`src/rtl/voice_phase_bank.sv`:
```
// voice_phase_bank
//   Time-multiplexed phase-accumulator bank feeding the quarter-sine stage.
//   NBANKS voice slots each hold a phase accumulator, tuning word, MIDI note
//   and active flag. One slot is visited per clk_en cycle in fixed order
//   0..NBANKS-1. Its pre-increment phase, note and active flag are registered
//   onto the outputs, and its accumulator advances if the slot is active.
//   Note-on/off commands go through an IDLE -> SCAN -> COMMIT allocator.
//   SCAN walks every slot to find a matching or free slot. COMMIT applies
//   the command.
//
// Ports
//   clk, rst         clock, asynchronous active-high reset
//   clk_en           global advance enable; nothing changes while low
//   i_cmd_valid      command present
//   o_cmd_ready      allocator idle, command can be accepted
//   i_cmd_on         1 = note-on, 0 = note-off
//   i_cmd_midi       MIDI note of the command
//   i_cmd_tw         tuning word for note-on
//   o_cmd_done       command applied (held while clk_en is low)
//   o_overflow       note-on dropped, no free slot (held while clk_en is low)
//   o_phase          top 16 bits of the emitted slot's accumulator
//   o_midi           MIDI note of the emitted slot
//   o_valid          active flag of the emitted slot
//   o_slot           index of the emitted slot
//   o_active_cnt     number of active slots
module voice_phase_bank #(
    parameter int NBANKS  = 10,
    parameter int PHASE_W = 32,
    parameter int SLOT_W  = 4
) (
    input  logic               clk,
    input  logic               rst,
    input  logic               clk_en,
    input  logic               i_cmd_valid,
    output logic               o_cmd_ready,
    input  logic               i_cmd_on,
    input  logic [6:0]         i_cmd_midi,
    input  logic [PHASE_W-1:0] i_cmd_tw,
    output logic               o_cmd_done,
    output logic               o_overflow,
    output logic [15:0]        o_phase,
    output logic [6:0]         o_midi,
    output logic               o_valid,
    output logic [SLOT_W-1:0]  o_slot,
    output logic [SLOT_W:0]    o_active_cnt
);

    typedef enum logic [1:0] {
        ST_IDLE,
        ST_SCAN,
        ST_COMMIT
    } state_t;

    localparam logic [SLOT_W-1:0] LAST_SLOT = SLOT_W'(NBANKS - 1);

    state_t state_q, state_d;

    // Per-slot voice state
    logic [PHASE_W-1:0] acc_q  [NBANKS];
    logic [PHASE_W-1:0] acc_d  [NBANKS];
    logic [PHASE_W-1:0] tw_q   [NBANKS];
    logic [PHASE_W-1:0] tw_d   [NBANKS];
    logic [6:0]         midi_q [NBANKS];
    logic [6:0]         midi_d [NBANKS];
    logic [NBANKS-1:0]  active_q, active_d;

    // Rotation pointer
    logic [SLOT_W-1:0]  sp_q, sp_d;

    // Latched command and scan results
    logic               cmd_on_q, cmd_on_d;
    logic [6:0]         cmd_midi_q, cmd_midi_d;
    logic [PHASE_W-1:0] cmd_tw_q, cmd_tw_d;
    logic [SLOT_W-1:0]  scan_idx_q, scan_idx_d;
    logic               match_found_q, match_found_d;
    logic [SLOT_W-1:0]  match_idx_q, match_idx_d;
    logic               free_found_q, free_found_d;
    logic [SLOT_W-1:0]  free_idx_q, free_idx_d;

    // Registered emission and count
    logic [15:0]        phase_q, phase_d;
    logic [6:0]         midi_out_q, midi_out_d;
    logic               valid_q, valid_d;
    logic [SLOT_W-1:0]  slot_q, slot_d;
    logic [SLOT_W:0]    cnt_q, cnt_d;

    // ------------------------------------------------------------------
    // State register and all other flops; everything advances on clk_en
    // ------------------------------------------------------------------
    always_ff @(posedge clk or posedge rst) begin
        if (rst) begin
            state_q       <= ST_IDLE;
            for (int unsigned i = 0; i < NBANKS; i++) begin
                acc_q[i]  <= '0;
                tw_q[i]   <= '0;
                midi_q[i] <= '0;
            end
            active_q      <= '0;
            sp_q          <= '0;
            cmd_on_q      <= 1'b0;
            cmd_midi_q    <= '0;
            cmd_tw_q      <= '0;
            scan_idx_q    <= '0;
            match_found_q <= 1'b0;
            match_idx_q   <= '0;
            free_found_q  <= 1'b0;
            free_idx_q    <= '0;
            phase_q       <= '0;
            midi_out_q    <= '0;
            valid_q       <= 1'b0;
            slot_q        <= '0;
            cnt_q         <= '0;
        end else if (clk_en) begin
            state_q       <= state_d;
            acc_q         <= acc_d;
            tw_q          <= tw_d;
            midi_q        <= midi_d;
            active_q      <= active_d;
            sp_q          <= sp_d;
            cmd_on_q      <= cmd_on_d;
            cmd_midi_q    <= cmd_midi_d;
            cmd_tw_q      <= cmd_tw_d;
            scan_idx_q    <= scan_idx_d;
            match_found_q <= match_found_d;
            match_idx_q   <= match_idx_d;
            free_found_q  <= free_found_d;
            free_idx_q    <= free_idx_d;
            phase_q       <= phase_d;
            midi_out_q    <= midi_out_d;
            valid_q       <= valid_d;
            slot_q        <= slot_d;
            cnt_q         <= cnt_d;
        end
    end

    // ------------------------------------------------------------------
    // Next-state logic
    // ------------------------------------------------------------------
    always_comb begin
        state_d = state_q;
        case (state_q)
            ST_IDLE:   if (i_cmd_valid) state_d = ST_SCAN;
            ST_SCAN:   if (scan_idx_q == LAST_SLOT) state_d = ST_COMMIT;
            ST_COMMIT: state_d = ST_IDLE;
            default:   state_d = ST_IDLE;
        endcase
    end

    // ------------------------------------------------------------------
    // FSM outputs: pulses are decoded from the registered COMMIT state,
    // so they naturally hold while clk_en is low.
    // ------------------------------------------------------------------
    always_comb begin
        o_cmd_ready = (state_q == ST_IDLE);
        o_cmd_done  = (state_q == ST_COMMIT);
        o_overflow  = (state_q == ST_COMMIT) && cmd_on_q
                      && !match_found_q && !free_found_q;
    end

    // ------------------------------------------------------------------
    // Datapath: emission, accumulation, scan bookkeeping, commit
    // ------------------------------------------------------------------
    always_comb begin
        acc_d         = acc_q;
        tw_d          = tw_q;
        midi_d        = midi_q;
        active_d      = active_q;
        cmd_on_d      = cmd_on_q;
        cmd_midi_d    = cmd_midi_q;
        cmd_tw_d      = cmd_tw_q;
        scan_idx_d    = scan_idx_q;
        match_found_d = match_found_q;
        match_idx_d   = match_idx_q;
        free_found_d  = free_found_q;
        free_idx_d    = free_idx_q;
        cnt_d         = cnt_q;

        // Emit the visited slot using its pre-increment accumulator
        phase_d    = acc_q[sp_q][PHASE_W-1 -: 16];
        midi_out_d = midi_q[sp_q];
        valid_d    = active_q[sp_q];
        slot_d     = sp_q;
        sp_d       = (sp_q == LAST_SLOT) ? '0 : sp_q + SLOT_W'(1);

        if (active_q[sp_q]) begin
            acc_d[sp_q] = acc_q[sp_q] + tw_q[sp_q];
        end

        case (state_q)
            ST_IDLE: begin
                if (i_cmd_valid) begin
                    cmd_on_d      = i_cmd_on;
                    cmd_midi_d    = i_cmd_midi;
                    cmd_tw_d      = i_cmd_tw;
                    scan_idx_d    = '0;
                    match_found_d = 1'b0;
                    free_found_d  = 1'b0;
                end
            end
            ST_SCAN: begin
                if (!match_found_q && active_q[scan_idx_q]
                    && midi_q[scan_idx_q] == cmd_midi_q) begin
                    match_found_d = 1'b1;
                    match_idx_d   = scan_idx_q;
                end
                if (!free_found_q && !active_q[scan_idx_q]) begin
                    free_found_d = 1'b1;
                    free_idx_d   = scan_idx_q;
                end
                if (scan_idx_q != LAST_SLOT) begin
                    scan_idx_d = scan_idx_q + SLOT_W'(1);
                end
            end
            ST_COMMIT: begin
                // Written after the accumulate step so a commit to the
                // currently visited slot takes precedence over its advance.
                if (cmd_on_q) begin
                    if (match_found_q) begin
                        acc_d[match_idx_q] = '0;
                        tw_d[match_idx_q]  = cmd_tw_q;
                    end else if (free_found_q) begin
                        acc_d[free_idx_q]    = '0;
                        tw_d[free_idx_q]     = cmd_tw_q;
                        midi_d[free_idx_q]   = cmd_midi_q;
                        active_d[free_idx_q] = 1'b1;
                        cnt_d                = cnt_q + (SLOT_W + 1)'(1);
                    end
                end else if (match_found_q) begin
                    active_d[match_idx_q] = 1'b0;
                    acc_d[match_idx_q]    = '0;
                    cnt_d                 = cnt_q - (SLOT_W + 1)'(1);
                end
            end
            default: ;
        endcase
    end

    assign o_phase      = phase_q;
    assign o_midi       = midi_out_q;
    assign o_valid      = valid_q;
    assign o_slot       = slot_q;
    assign o_active_cnt = cnt_q;

endmodule

```
`config.mk`:
```
export PLATFORM = sky130hd
export DESIGN_NAME = voice_phase_bank
export DESIGN_NICKNAME = d
export VERILOG_FILES = /design/src/rtl/voice_phase_bank.sv
export SDC_FILE = /design/constraint.sdc
export NUM_CORES = 2
export LEC_CHECK = 0
export CORE_MARGIN = 10
export CORE_UTILIZATION = 61
export CTS_CLUSTER_SIZE = 30
export DETAILED_ROUTE_END_ITERATION = 8
export PLACE_DENSITY = 0.83
export SLEW_MARGIN = 40
export SYNTH_ARGS = -nofsm -noshare
export SYNTH_HDL_FRONTEND = slang
export SYNTH_SLANG_ARGS = --single-unit
```
`constraint.sdc`:
```
create_clock -name clk -period 42.6 [get_ports clk]
set_input_delay 12.78 -clock clk [delete_from_list [all_inputs] [get_ports clk]]
set_output_delay 12.78 -clock clk [all_outputs]
set_load 0.01 [all_outputs]
```
==> results by group <==
Global routing
  • Largest net degree at the start of global routing: 134
  • Antenna violations before repair: 2
  • Global-route wire length before repair: about 170000 um
  • Total global routing overflow: 0
  • Vias in the first global route: roughly 28k
  • Global-route usage over all layers: 0.284

Die
  • Die area: ~0.074 mm^2
  • Chip Width: about 270 um
  • Starting Density: 0.616
  • Core Area: ~0.063 mm^2
  • Die H: between 200 and 300 um
  • Core Rows: between 90 and 100
  • I/O Pins: 80

Yosys
  • Post-synthesis compound-gate area fraction: 0.122
  • Netlist cell types: 82
  • Syn avg cell area: about 13 um^2
  • Post-synth EDFFs: 0
  • Largest family of logic cells by synthesized area: multiplexers
  • Yosys top cell area share: 0.524
  • Synth area leaders: dfrtp_1 (52%), mux2_2 (13%), mux4_2 (8.9%), a22o_1 (5.0%), o21ai_0 (2.3%)
  • Most frequent cell after synthesis: dfrtp_1
  • Syn_nets: just over 3k
  • Yosys top cell by area: dfrtp_1
  • Gate count after technology mapping: just under 3k
  • Synth warn: 0
  • Seq/Total Area, Yosys: 0.524
  • Mux cell area share after synthesis: 0.248
  • Synth Area in Simple Gates: 0.0548
  • Yosys reg bits: 813
  • Mapped cell area: slightly below 0.04 mm^2
  • Post-Synth XOR/XNOR Area: 0.00844
  • Post-synth top cells: dfrtp_1 (813), mux2_2 (454), a22o_1 (221)
  • Predominant post-synthesis flop cell: dfrtp_1
  • Ys async rst share: 1.00
  • Area share of fa/ha/maj cells after synthesis: 0.0126

Timing
  • Max-slew violations: 0
  • Least-Margin Pin Slew: about 0.89 ns
  • Slew HR: 0.408
  • Final setup vio count: 0
  • Setup tns final: 0 ns
  • Final hold violation count: 0
  • Max Clock Skew: about 0.025 ns
  • Unrepaired setup endpoints after global routing: false
  • Min Tclk post-route: 15.11 ns
  • Hold slack: around 0.48 ns
  • Max Freq: approximately 0.066 GHz
  • Fin crit share: 0.355

Clocking
  • Clock root buffer: clkbuf_16
  • CTS Buffer Depth: 3
  • Post-CTS Resized: 0
  • Cts hold-fix bufs: 0
  • Clock Latency Late Sink: 0.67 ns
  • Clk slew on worst S/H paths: approximately 0.060 ns
  • TritonCTS clock tree: done
  • Post-CTS Setup Inserts: 0
  • CTS Buf Count: 84
  • Clk sink count: approximately 810
  • Htree depth: 3

Setup path
  • Type of the worst setup path: flop to output pin
  • CP peak stage delay: roughly 0.60 ns
  • Worst Path Required: just under 30 ns
  • R2r setup slk: about 37 ns
  • Worst path cell trace: nand2b_1 -> nor4_1 -> clkdlybuf4s50_1
  • Worst r2r src: slot_d[2]$_DFFE_PP0P_
  • Crit end category: output pin
  • Crit-path slowest cell: clkdlybuf4s50_1
  • Arr. time, crit path: 2.33 ns
  • Critical path fanouts, max: 10
  • Crit start category: flop
  • R2r endpoint: acc_q[118]$_DFFE_PP0P_
  • R2r worst-path depth: 13

Placed design
  • Area of placed instances: between 0.04 and 0.05 mm^2
  • PortBufs: 79
  • Hpwl dp: ~63000 um
  • Routability cong.: between 0.9 and 1

Min path
  • Hold Path Origin: acc_q[202]$_DFFE_PP0P_
  • Hold Crit Class: flop to flop
  • Worst Hold End: acc_q[202]$_DFFE_PP0P_
  • Worst hold path depth: 2

Final layout
  • Fillers: around 4.2k
  • Share of cells above drive strength 1: 0.292
  • Area growth, synth to finish: 11.9%
  • Fin area: about 0.043 mm^2
  • Final nets: 2998

Drt
  • Wire length per cell: 27.6 um
  • DRT antenna net count: 0
  • Post-route DRC: 0
  • Via count: ~27k
  • Vias per cell: roughly 7
  • DR pass1 iterations: 6
  • Final wirelength: 106000 um
  • Drt first-iter violations: 2932

Power
  • Leakage: ~0.020 uW
  • Maximum vdd drop: ~0.043 mV
  • Pwr dens: 48.3 mW/mm^2

Status
  • Status: completed

Run
  • Max-Cap Viols: 0
-- cell usage in the layout, fill, tap and decap left out, drive strengths merged, types with 7 or more instances in the layout --
cell and count:
o31ai 10, a41oi 9, nand4 18, nor4 9, o22ai 9, mux4 160, clkinv 18, buf 50
a22o 221, mux2 461, dfrtp 813, nand2b 18, o21ai 204, xnor2 23, a211oi 7, nand2 168
clkdlybuf4s50 78, a221o 11, or3 14, ha 36, a21oi 45, xor2 11, nand3 52, nor3 18
mux2i 78, a221oi 10, a21o 14, a22oi 89, nor2b 12, clkbuf 114, inv 27, bufinv 16
and2 9, nor2 89
-- report_power, final --
part	switching (uW)	internal, uW	leakage [uW]
sequential	117	809	0.0112
clock	323	493	0.00151
combinational	206	151	0.00744
-- state kept, by name, indices dropped and copies added, names as in the netlist, 2 cells and up --
| name | count |
|---|---|
| o_active_cnt | 5 |
| cmd_tw_q | 32 |
| acc_q | 320 |
| match_idx_q | 4 |
| cmd_midi_q | 7 |
| slot_d | 4 |
| midi_q | 70 |
| scan_idx_q | 4 |
| free_idx_q | 4 |
| o_midi | 7 |
| tw_q | 320 |
| active_q | 10 |
| o_slot | 4 |
| state_q | 2 |
| o_phase | 16 |
-- worst max path at each step --
| stage | start | to | cells after the start |
|---|---|---|---|
| 6_report | state_q[0]$_DFFE_PP0P_ | o_overflow | 3 |
| 5_1_grt | state_q[0]$_DFFE_PP0P_ | o_overflow | 3 |
| 4_1_cts | state_q[0]$_DFFE_PP0P_ | o_overflow | 3 |
| 3_5_place_dp | clk_en | midi_q[16]$_DFFE_PP0P_ | 7 |
| 3_3_place_gp | rst | cmd_tw_q[3]$_DFFE_PP0P_ | 4 |
| 2_1_floorplan | rst | acc_q[0]$_DFFE_PP0P_ | 1 |
-- layout make-up --
cell class                      instances  area, um^2  share of cell area
Sequential cell                       813       20400               0.468
Multi-Input combinational cell       1868       17500               0.404
Clock buffer                          114        2380              0.0547
Timing Repair Buffer                  128        1330              0.0306
Tap cell                              846        1060              0.0244
Clock inverter                         41         697              0.0160
Inverter                               21        91.3             0.00210
Antenna cell                            1        2.50           0.0000576
-- metrics by stage --
stage          setup WS (ns)  cells  utilization  total power (uW)
2_1_floorplan           6.99   2960            -              1170
3_3_place_gp           26.74   3669        0.635              1270
6_report               27.49   3832        0.689              2100
4_1_cts                27.47   3829        0.687              2090
3_5_place_dp           27.05   3674        0.638              1280
5_1_grt                27.43   3831        0.689              2170
-- critical path, delay by kind of cell (launching register included) --
kind	cells	cell delay, ns
buf+inv	1	0.60
flops	1	0.48
simple gates	2	0.61
-- cells by family (layout without fill, tap and decap cells) --
logic type,Yosys count,count (layout)
AO/OA/AOI/OAI,663,663
XOR/XNOR,34,34
adder cells (fa/ha/maj),38,38
buffers and inverters,279,304
flip-flops,813,813
multiplexers,699,699
other,0,1
AND/OR/NAND/NOR,434,434
-- routing by layer --
| metal | global-route usage | vias up | wire length, um |
|---|---|---|---|
| met5 | 0 | - | 0 |
| met3 | 0.0562 | 303 | 9440 |
| li1 | - | 11070 | - |
| met4 | 0.121 | 0 | 4220 |
| met1 | 0.380 | 14010 | 41500 |
| met2 | 0.450 | 1466 | 50600 |
(Power assumes the default switching activity.)
